[config.mk]
export PLATFORM = sky130hd
export DESIGN_NAME = regfile_32x64_flat
export DESIGN_NICKNAME = d
export VERILOG_FILES = /design/src/rtl/regfile_pkg.sv /design/src/rtl/regfile_32x64_if.sv /design/src/rtl/regfile_32x64_decoder.sv /design/src/rtl/regfile_32x64.sv /design/src/flat_wrapper.sv
export SDC_FILE = /design/constraint.sdc
export NUM_CORES = 2
export LEC_CHECK = 0
export ABC_CLOCK_PERIOD_IN_PS = 2900
export BUFFER_PORTS_ARGS = -buffer_cell sky130_fd_sc_hd__buf_2
export CAP_MARGIN = 15
export CORE_AREA = 4 4 427 640
export DETAILED_ROUTE_END_ITERATION = 16
export DIE_AREA = 0 0 431 644
export HOLD_SLACK_MARGIN = 0.02
export PLACE_DENSITY = 0.55
export SLEW_MARGIN = 15
export SYNTH_ARGS = -nofsm -noshare
export SYNTH_HDL_FRONTEND = slang
export SYNTH_SLANG_ARGS = --single-unit
[constraint.sdc]
create_clock -name clk -period 2.9 [get_ports clk]
set_input_delay 0.29 -clock clk [delete_from_list [all_inputs] [get_ports clk]]
set_output_delay 0.29 -clock clk [all_outputs]
set_load 0.02 [all_outputs]
[src/rtl/regfile_pkg.sv]
// regfile_pkg: shared sizes, zero-register index and address type for the register file
package regfile_pkg;
    localparam int NUM_REGS = 32;
    localparam int ADDR_W = 5;
    localparam logic [ADDR_W-1:0] XZR_IDX = 5'd31;
    typedef logic [ADDR_W-1:0] reg_addr_t;
endpackage

[src/rtl/regfile_32x64_if.sv]
// regfile_32x64_if: write port and two read ports of the register file
interface regfile_32x64_if #(parameter int WIDTH = 64);
    import regfile_pkg::*;
    logic             wr_en;
    reg_addr_t        wr_addr;
    logic [WIDTH-1:0] wr_data;
    reg_addr_t        rd_addr1;
    reg_addr_t        rd_addr2;
    logic [WIDTH-1:0] rd_data1;
    logic [WIDTH-1:0] rd_data2;
    modport master(output wr_en, wr_addr, wr_data, rd_addr1, rd_addr2, input rd_data1, rd_data2);
    modport slave(input wr_en, wr_addr, wr_data, rd_addr1, rd_addr2, output rd_data1, rd_data2);
endinterface

[src/rtl/regfile_32x64_decoder.sv]
// decoder5_32: one-hot 5-to-32 write-enable decoder, all zero when en is low
module decoder5_32
    import regfile_pkg::*;
(
    input  reg_addr_t           sel,
    input  logic                en,
    output logic [NUM_REGS-1:0] d
);
    always_comb d = en ? ({{(NUM_REGS-1){1'b0}}, 1'b1} << sel) : '0;
endmodule

[src/rtl/regfile_32x64.sv]
// regfile_32x64: 31 stored registers plus hard-wired zero at index 31, two comb read ports
module regfile_32x64
    import regfile_pkg::*;
#(
    parameter int WIDTH  = 64,
    parameter bit BYPASS = 1'b1
) (
    input logic             clk,
    input logic             reset_n,
    regfile_32x64_if.slave  bus
);
    logic [NUM_REGS-1:0]            w_we;
    logic [NUM_REGS-1:0][WIDTH-1:0] w_regs;
    logic                           w_unused;
    logic                           w_hit1;
    logic                           w_hit2;

    function automatic logic [WIDTH-1:0] mux32(input logic [NUM_REGS-1:0][WIDTH-1:0] regs, input reg_addr_t sel);
        return regs[sel];
    endfunction

    decoder5_32 u_dec (
        .sel (bus.wr_addr),
        .en  (bus.wr_en),
        .d   (w_we)
    );

    // index 31 has no storage, so its enable goes nowhere
    assign w_unused = w_we[XZR_IDX];

    for (genvar i = 0; i < NUM_REGS - 1; i++) begin : g_reg
        logic [WIDTH-1:0] r_q;
        always_ff @(posedge clk or negedge reset_n) begin
            if (!reset_n) r_q <= '0;
            else if (w_we[i]) r_q <= bus.wr_data;
        end
        assign w_regs[i] = r_q;
    end
    assign w_regs[XZR_IDX] = '0;

    // forwarding is suppressed in reset so outputs read zero regardless of wr_*
    assign w_hit1 = BYPASS && reset_n && bus.wr_en && (bus.wr_addr == bus.rd_addr1) && (bus.rd_addr1 != XZR_IDX);
    assign w_hit2 = BYPASS && reset_n && bus.wr_en && (bus.wr_addr == bus.rd_addr2) && (bus.rd_addr2 != XZR_IDX);

    assign bus.rd_data1 = w_hit1 ? bus.wr_data : mux32(w_regs, bus.rd_addr1);
    assign bus.rd_data2 = w_hit2 ? bus.wr_data : mux32(w_regs, bus.rd_addr2);
endmodule

[src/flat_wrapper.sv]
// flat-port wrapper written by rule: the top's interface ports become plain ports
module regfile_32x64_flat import regfile_pkg::*;
#(
    parameter int WIDTH  = 64,
    parameter bit BYPASS = 1'b1
)
  (clk, reset_n, bus_wr_en, bus_wr_addr, bus_wr_data, bus_rd_addr1, bus_rd_addr2, bus_rd_data1, bus_rd_data2);
  regfile_32x64_if #(.WIDTH(WIDTH)) bus_i ();
  input logic clk;
  input logic reset_n;
  input wire logic [$bits(bus_i.wr_en)-1:0] bus_wr_en;
  input wire logic [$bits(bus_i.wr_addr)-1:0] bus_wr_addr;
  input wire logic [$bits(bus_i.wr_data)-1:0] bus_wr_data;
  input wire logic [$bits(bus_i.rd_addr1)-1:0] bus_rd_addr1;
  input wire logic [$bits(bus_i.rd_addr2)-1:0] bus_rd_addr2;
  output wire logic [$bits(bus_i.rd_data1)-1:0] bus_rd_data1;
  output wire logic [$bits(bus_i.rd_data2)-1:0] bus_rd_data2;
  assign bus_i.wr_en = bus_wr_en;
  assign bus_i.wr_addr = bus_wr_addr;
  assign bus_i.wr_data = bus_wr_data;
  assign bus_i.rd_addr1 = bus_rd_addr1;
  assign bus_i.rd_addr2 = bus_rd_addr2;
  assign bus_rd_data1 = bus_i.rd_data1;
  assign bus_rd_data2 = bus_i.rd_data2;
  regfile_32x64 #(.WIDTH(WIDTH), .BYPASS(BYPASS)) u_core (.clk(clk), .reset_n(reset_n), .bus(bus_i));
endmodule
# Word-level counts from Yosys, hierarchy flattened
# Cells that the tools add are included.
[classes]
addsub = 0
mul = 0
n_div = 0
order_cmp = 2
eq_ne = 4
n_shift = 1
n_mux = 7
n_bitwise = 0
n_reduce_logical = 5
[op_table]
columns = ["op", "n"]
rows = [
  ["binary-select mux 64 bit (select 5 bit)", 2],
  ["two-way mux 64 bit", 4],
  ["two-way mux 31 bit", 1],
  ["left shift 1 x 5 -> 31 bit, first input constant", 1],
  ["< comparator 5 x 6 -> 1 bit, second input constant", 2],
  ["== test 5 bit", 2],
  ["inequality test 5 bit, second input constant", 2],
  ["logical AND 1 bit", 5],
]
[totals]
regBits = 1984
latchBits = 0
mem_bits_rw = 0
romBits = 0
inputBits = 82
out_inout_bits = 128
word_cells = 50
memories = 0

# Logic depth before layout (Yosys ltp)
[logic_depth]
ltp_word = 4
ltp_mapped = 9
mapped_depth_nobuf = 5

# Cells and area by module
# A second synthesis with hierarchy kept.
[unflattened]
cells_unflattened = 7542
hier_area_um2 = 106611.0
[by_module_without_submodules]
columns = ["module", "instances", "cells_per_inst", "area_per_inst_um2", "seq_area_each_um2"]
rows = [
  ["regfile_32x64", 1, 7495, 106377.0, 49647.6],
  ["decoder5_32", 1, 47, 234.0, 0.0],
]

# Worst setup path after synthesis
# No wires, ideal clock.
[synth_timing]
kind = "in2out"
from = "input bus_rd_addr2[1]"
to = "output bus_rd_data2[21]"
arrival_time_ns = 2.015
t_required_ns = 2.610
setup_slack_ns = 0.595
stages = 9
n_path_buf = 4
path_cell_list = "buf_2 -> buf_2 -> nand2b_1 -> buf_2 -> buf_1 -> o22ai_1 -> nor2_1 -> nor2_1 -> o31ai_1"
[synth_between]
elab_chain_cells = 4
word_cells_on_any_way = 7
cone_classes = "eq/ne: 2; mux: 3; reduce/logical: 2"
[synth_rtl]
columns = ["element", "line", "text"]
rows = [
  ["start: declaration", "flat_wrapper.sv:15", "input wire logic [$bits(bus_i.rd_addr2)-1:0] bus_rd_addr2;"],
  ["parallel branches: the longest is 3 deep, another holds binary-select mux 64 bit (select 5 bit)", "-", ""],
  ["two-way mux 64 bit *", "regfile_32x64.sv:46", "assign bus.rd_data2 = w_hit2 ? bus.wr_data : mux32(w_regs, bus.rd_addr2);"],
  ["end: declaration", "flat_wrapper.sv:17", "output wire logic [$bits(bus_i.rd_data2)-1:0] bus_rd_data2;"],
]
# Mark *: on every way between the ends. The select of a mux whose other input is x is not followed.

# Worst setup path in the final report
[layout_timing]
from = "register u_core.g_reg[5].r_q[30]"
to = "output bus_rd_data2[30]"
[layout_between]
elab_chain_cells = 3
[layout_rtl]
columns = ["element", "line", "text"]
rows = [
  ["start: declaration", "regfile_32x64.sv:32", "logic [WIDTH-1:0] r_q;"],
  ["start signal: assignment", "regfile_32x64.sv:35", "else if (w_we[i]) r_q <= bus.wr_data;"],
  ["binary-select mux 64 bit (select 5 bit)", "regfile_32x64.sv:19", "return regs[sel];"],
  ["two-way mux 64 bit (implied by the code)", "regfile_32x64.sv:19", ""],
  ["two-way mux 64 bit", "regfile_32x64.sv:46", ""],
]
# Every way passes these cells. The select of a mux whose other input is x is not followed.

==> results.cfg <==
[power_and_ir_drop]
p_comb_share_pct = 22.7
vdd_drop_max_mv = 0.484
switching_share_pct = 28.5
power.density_nw_per_um2 = 670
p_seq_share_pct = 44.3
p_int_mw = 60.1
total_power_mw = 84.1
power.switching_mw = 24.0
p_leak_nw = 54.1
p_clk_share_pct = 33.0

[die]
die_h_um = 644
start_util_pct = 39.8
dieArea_um2 = 278000
rows = 233
ios = 210
dieWidth_um = 431
design.core.area_um2 = 268000

[worst_setup_path]
rr_endpoint = u_core.g_reg[16].r_q[61]$_DFFE_PN0P_
cp_num_cells = 7
endpoint = bus_rd_data2[30]
cp-start-kind = flip-flop
timing.rr.start = u_core.g_reg[16].r_q[61]$_DFFE_PN0P_
required_ps = 2610
worst-path-buf-inv = 2
cpPeakStageDelay_ps = 520
worst-setup-path-type = flip-flop to primary output
end_kind = primary output
crit_chain = mux4_2, o22ai_2, nor2_1, nor2_1, buf_4, o31ai_4, buf_6
rr_worst_depth = 3
critical_path.top_delay_family = compound AO/OA/AOI/OAI gates
cp_slowest_cell = o31ai_4
crit_path_start = u_core.g_reg[5].r_q[30]$_DFFE_PN0P_
cp_max_fo = 3
arrival_ps = 2710
ff2ff_setup_slack_ps = 1880
cpMostUsedCell = nor2_1

[route]
drt-met1-wl_um = 152000
routed_via_density = 6.42
drtIter0Drc = 6373
topRoutingLayerUsed = met5
via_count = 72800
wl_met3_um = 26800
drtAntennaViolNets = 0
drc_errors = 0
totalWireLength_um = 396000
drt_first_pass_iters = 5
avgRoutedWirePerCell_um = 34.9
routed-wl-met2_um = 194000

[timing]
rsz0062_at_grt = true
timing.max_slew.rel_slack_pct = 14.0
setup_viol = 7
post-route-period-util_pct = 103
hold_viol_final = 0
finalMaxSlewViolations = 0
post-route-min-period_ps = 3000
fin_ws_ps = -96.8
tightest_slew_ps = 1290
fin_worst_skew_ps = 0
fmax_mhz = 334

[clock_tree]
cts_buffers = 211
insertion_delay_ps = 890
cts.sinks = 1984
clockBufferDepth = 4
h-tree-depth = 4
cts.reportedPaths.clkPinSlew_ps = 60
cts_tree = yes
cts-root-buf = clkbuf_16

[yosys]
synth_area_um2 = 107000
seq_area_frac_synth_pct = 46.6
syn_avg_cell_area_um2 = 14.3
synth_edf_count = 0
synth_flop_cell = dfrtp_1
yosysWarnings = 0
ys_async_sr_fraction_pct = 100
synth_cells = 7436
ys_types = 50
synth.ff_latch_count = 1984
syn-num-nets = 7518

[worst_hold_path]
min_path_type = input pin to async pin

[final_layout]
synthToLayoutAreaGrowth_pct = 17.8
final_common_cell = dfrtp_1
largest_reg_flops = 1984
finalNetCount = 7740
drive_gt1_share_pct = 53.2
utilization_pct = 46.8
regMostFlops = u_core.g.r_q
top_regs = u_core.g.r_q x1984
mostFrequentLayoutCells = dfrtp_1, mux2_2, mux4_2

[grt]
grt_max_degree = 189
grt_overflow = 0
track_usage_pct = 28.1
grt_pass1_wl_um = 570000
grt_pass1_vias = 77000
grt_antenna_before_repair = 21

[run_status]
run_status = complete, but fails checks
violations = setup timing

[placed_design]
dp_hpwl_um = 238000
gp_congestion = 0.816
portBuffers = 209

[job]
cap_violations = 0
==> timing repair <==
item | 4_1_cts | 5_1_grt
hold buffers | 55 | 0
pin swaps | 133 | 97
buffers inserted | 37 | 20
hold endpoints to repair | 1229 | 0
gates resized for setup | 378 | 125
setup endpoints to repair | 101 | 107
gates cloned | 1 | 1
==> through the flow <==
stage	worst slack, ps	instance area (µm²)	std cells	setup TNS (ps)	hold slack, ps
CTS	-114	125000	11300	-994	24.4
detailed placement	-409	116000	10900	-3770	329
floorplan	595	107000	7436	0	-5.59
global placement	-660	115000	10900	-6010	330
finish	-96.8	125000	11300	-186	66.8
global route	-107	125000	11300	-1790	54.8
==> how the worst min path moves through the flow <==
stage,from,endpoint,slack [ps],cells after the start
after floorplan,reset_n,u_core.g_reg[0].r_q[0]$_DFFE_PN0P_,-6,0
after global placement,reset_n,u_core.g_reg[16].r_q[55]$_DFFE_PN0P_,330,2
after detailed placement,reset_n,u_core.g_reg[16].r_q[55]$_DFFE_PN0P_,330,2
after CTS,bus_wr_data[19],u_core.g_reg[10].r_q[19]$_DFFE_PN0P_,20,2
after global routing,reset_n,u_core.g_reg[22].r_q[53]$_DFFE_PN0P_,50,3
final,reset_n,u_core.g_reg[22].r_q[53]$_DFFE_PN0P_,70,3
==> cells in the mapped netlist, types with 98 or more instances <==
master	n	share of area [%]
a22oi_1	98	0.69
a22o_1	127	1.0
nor2_1	137	0.48
a21oi_1	130	0.61
mux2i_1	361	3.4
mux4_2	795	17
o22ai_1	224	1.3
clkbuf_1	397	1.4
nand2_1	142	0.50
o21ai_0	132	0.62
dfrtp_1	1984	47
mux2_2	1876	20
buf_2	309	1.5
==> logic make-up (layout without fill, tap and decap cells) <==
family,Yosys count,in the layout,synth area share (%)
muxes,3108,3108,41.0
DFF,1984,1984,46.6
AOI/OAI and AO/OA,1034,1034,6.56
buffers and inverters,861,1236,3.78
and+or+nand+nor,441,441,1.94
xor gates and xnor gates,8,8,0.0658
other,0,9,0
==> power by group through the flow <==
stage | clock (mW) | combinational [mW] | sequential, mW
after floorplan | 0 | 13.0 | 36.1
after global placement | 0 | 17.6 | 37.1
after detailed placement | 0 | 18.0 | 37.5
after CTS | 28.3 | 18.9 | 37.0
after global routing | 29.3 | 20.4 | 37.8
final | 27.8 | 19.1 | 37.2
==> cell type report <==
| type | instances | area, µm² |
|---|---|---|
| inverter | 35 | 131 |
| fill | 23300 | 142000 |
| multi-input combinational | 4591 | 55100 |
| sequential | 1984 | 49600 |
| antenna | 9 | 22.5 |
| clock buffer | 315 | 6240 |
| timing repair buffer | 835 | 9280 |
| clock inverter | 51 | 663 |
| tap | 3525 | 4410 |
==> metal layers <==
layer  vias to the layer above  global-route usage, %
met4                        16                   13.8
li1                      29100                      -
met1                     39600                   35.3
met3                      1000                   4.70
met5                         -                      0
met2                      3125                   47.2
==> worst reg2reg max path: cells and delay by family, from the launching register on <==
family,cells,cell delay [ps]
muxes,1,250
buffers and inverters,2,260
DFF,1,400
(Power assumes the default switching activity.)
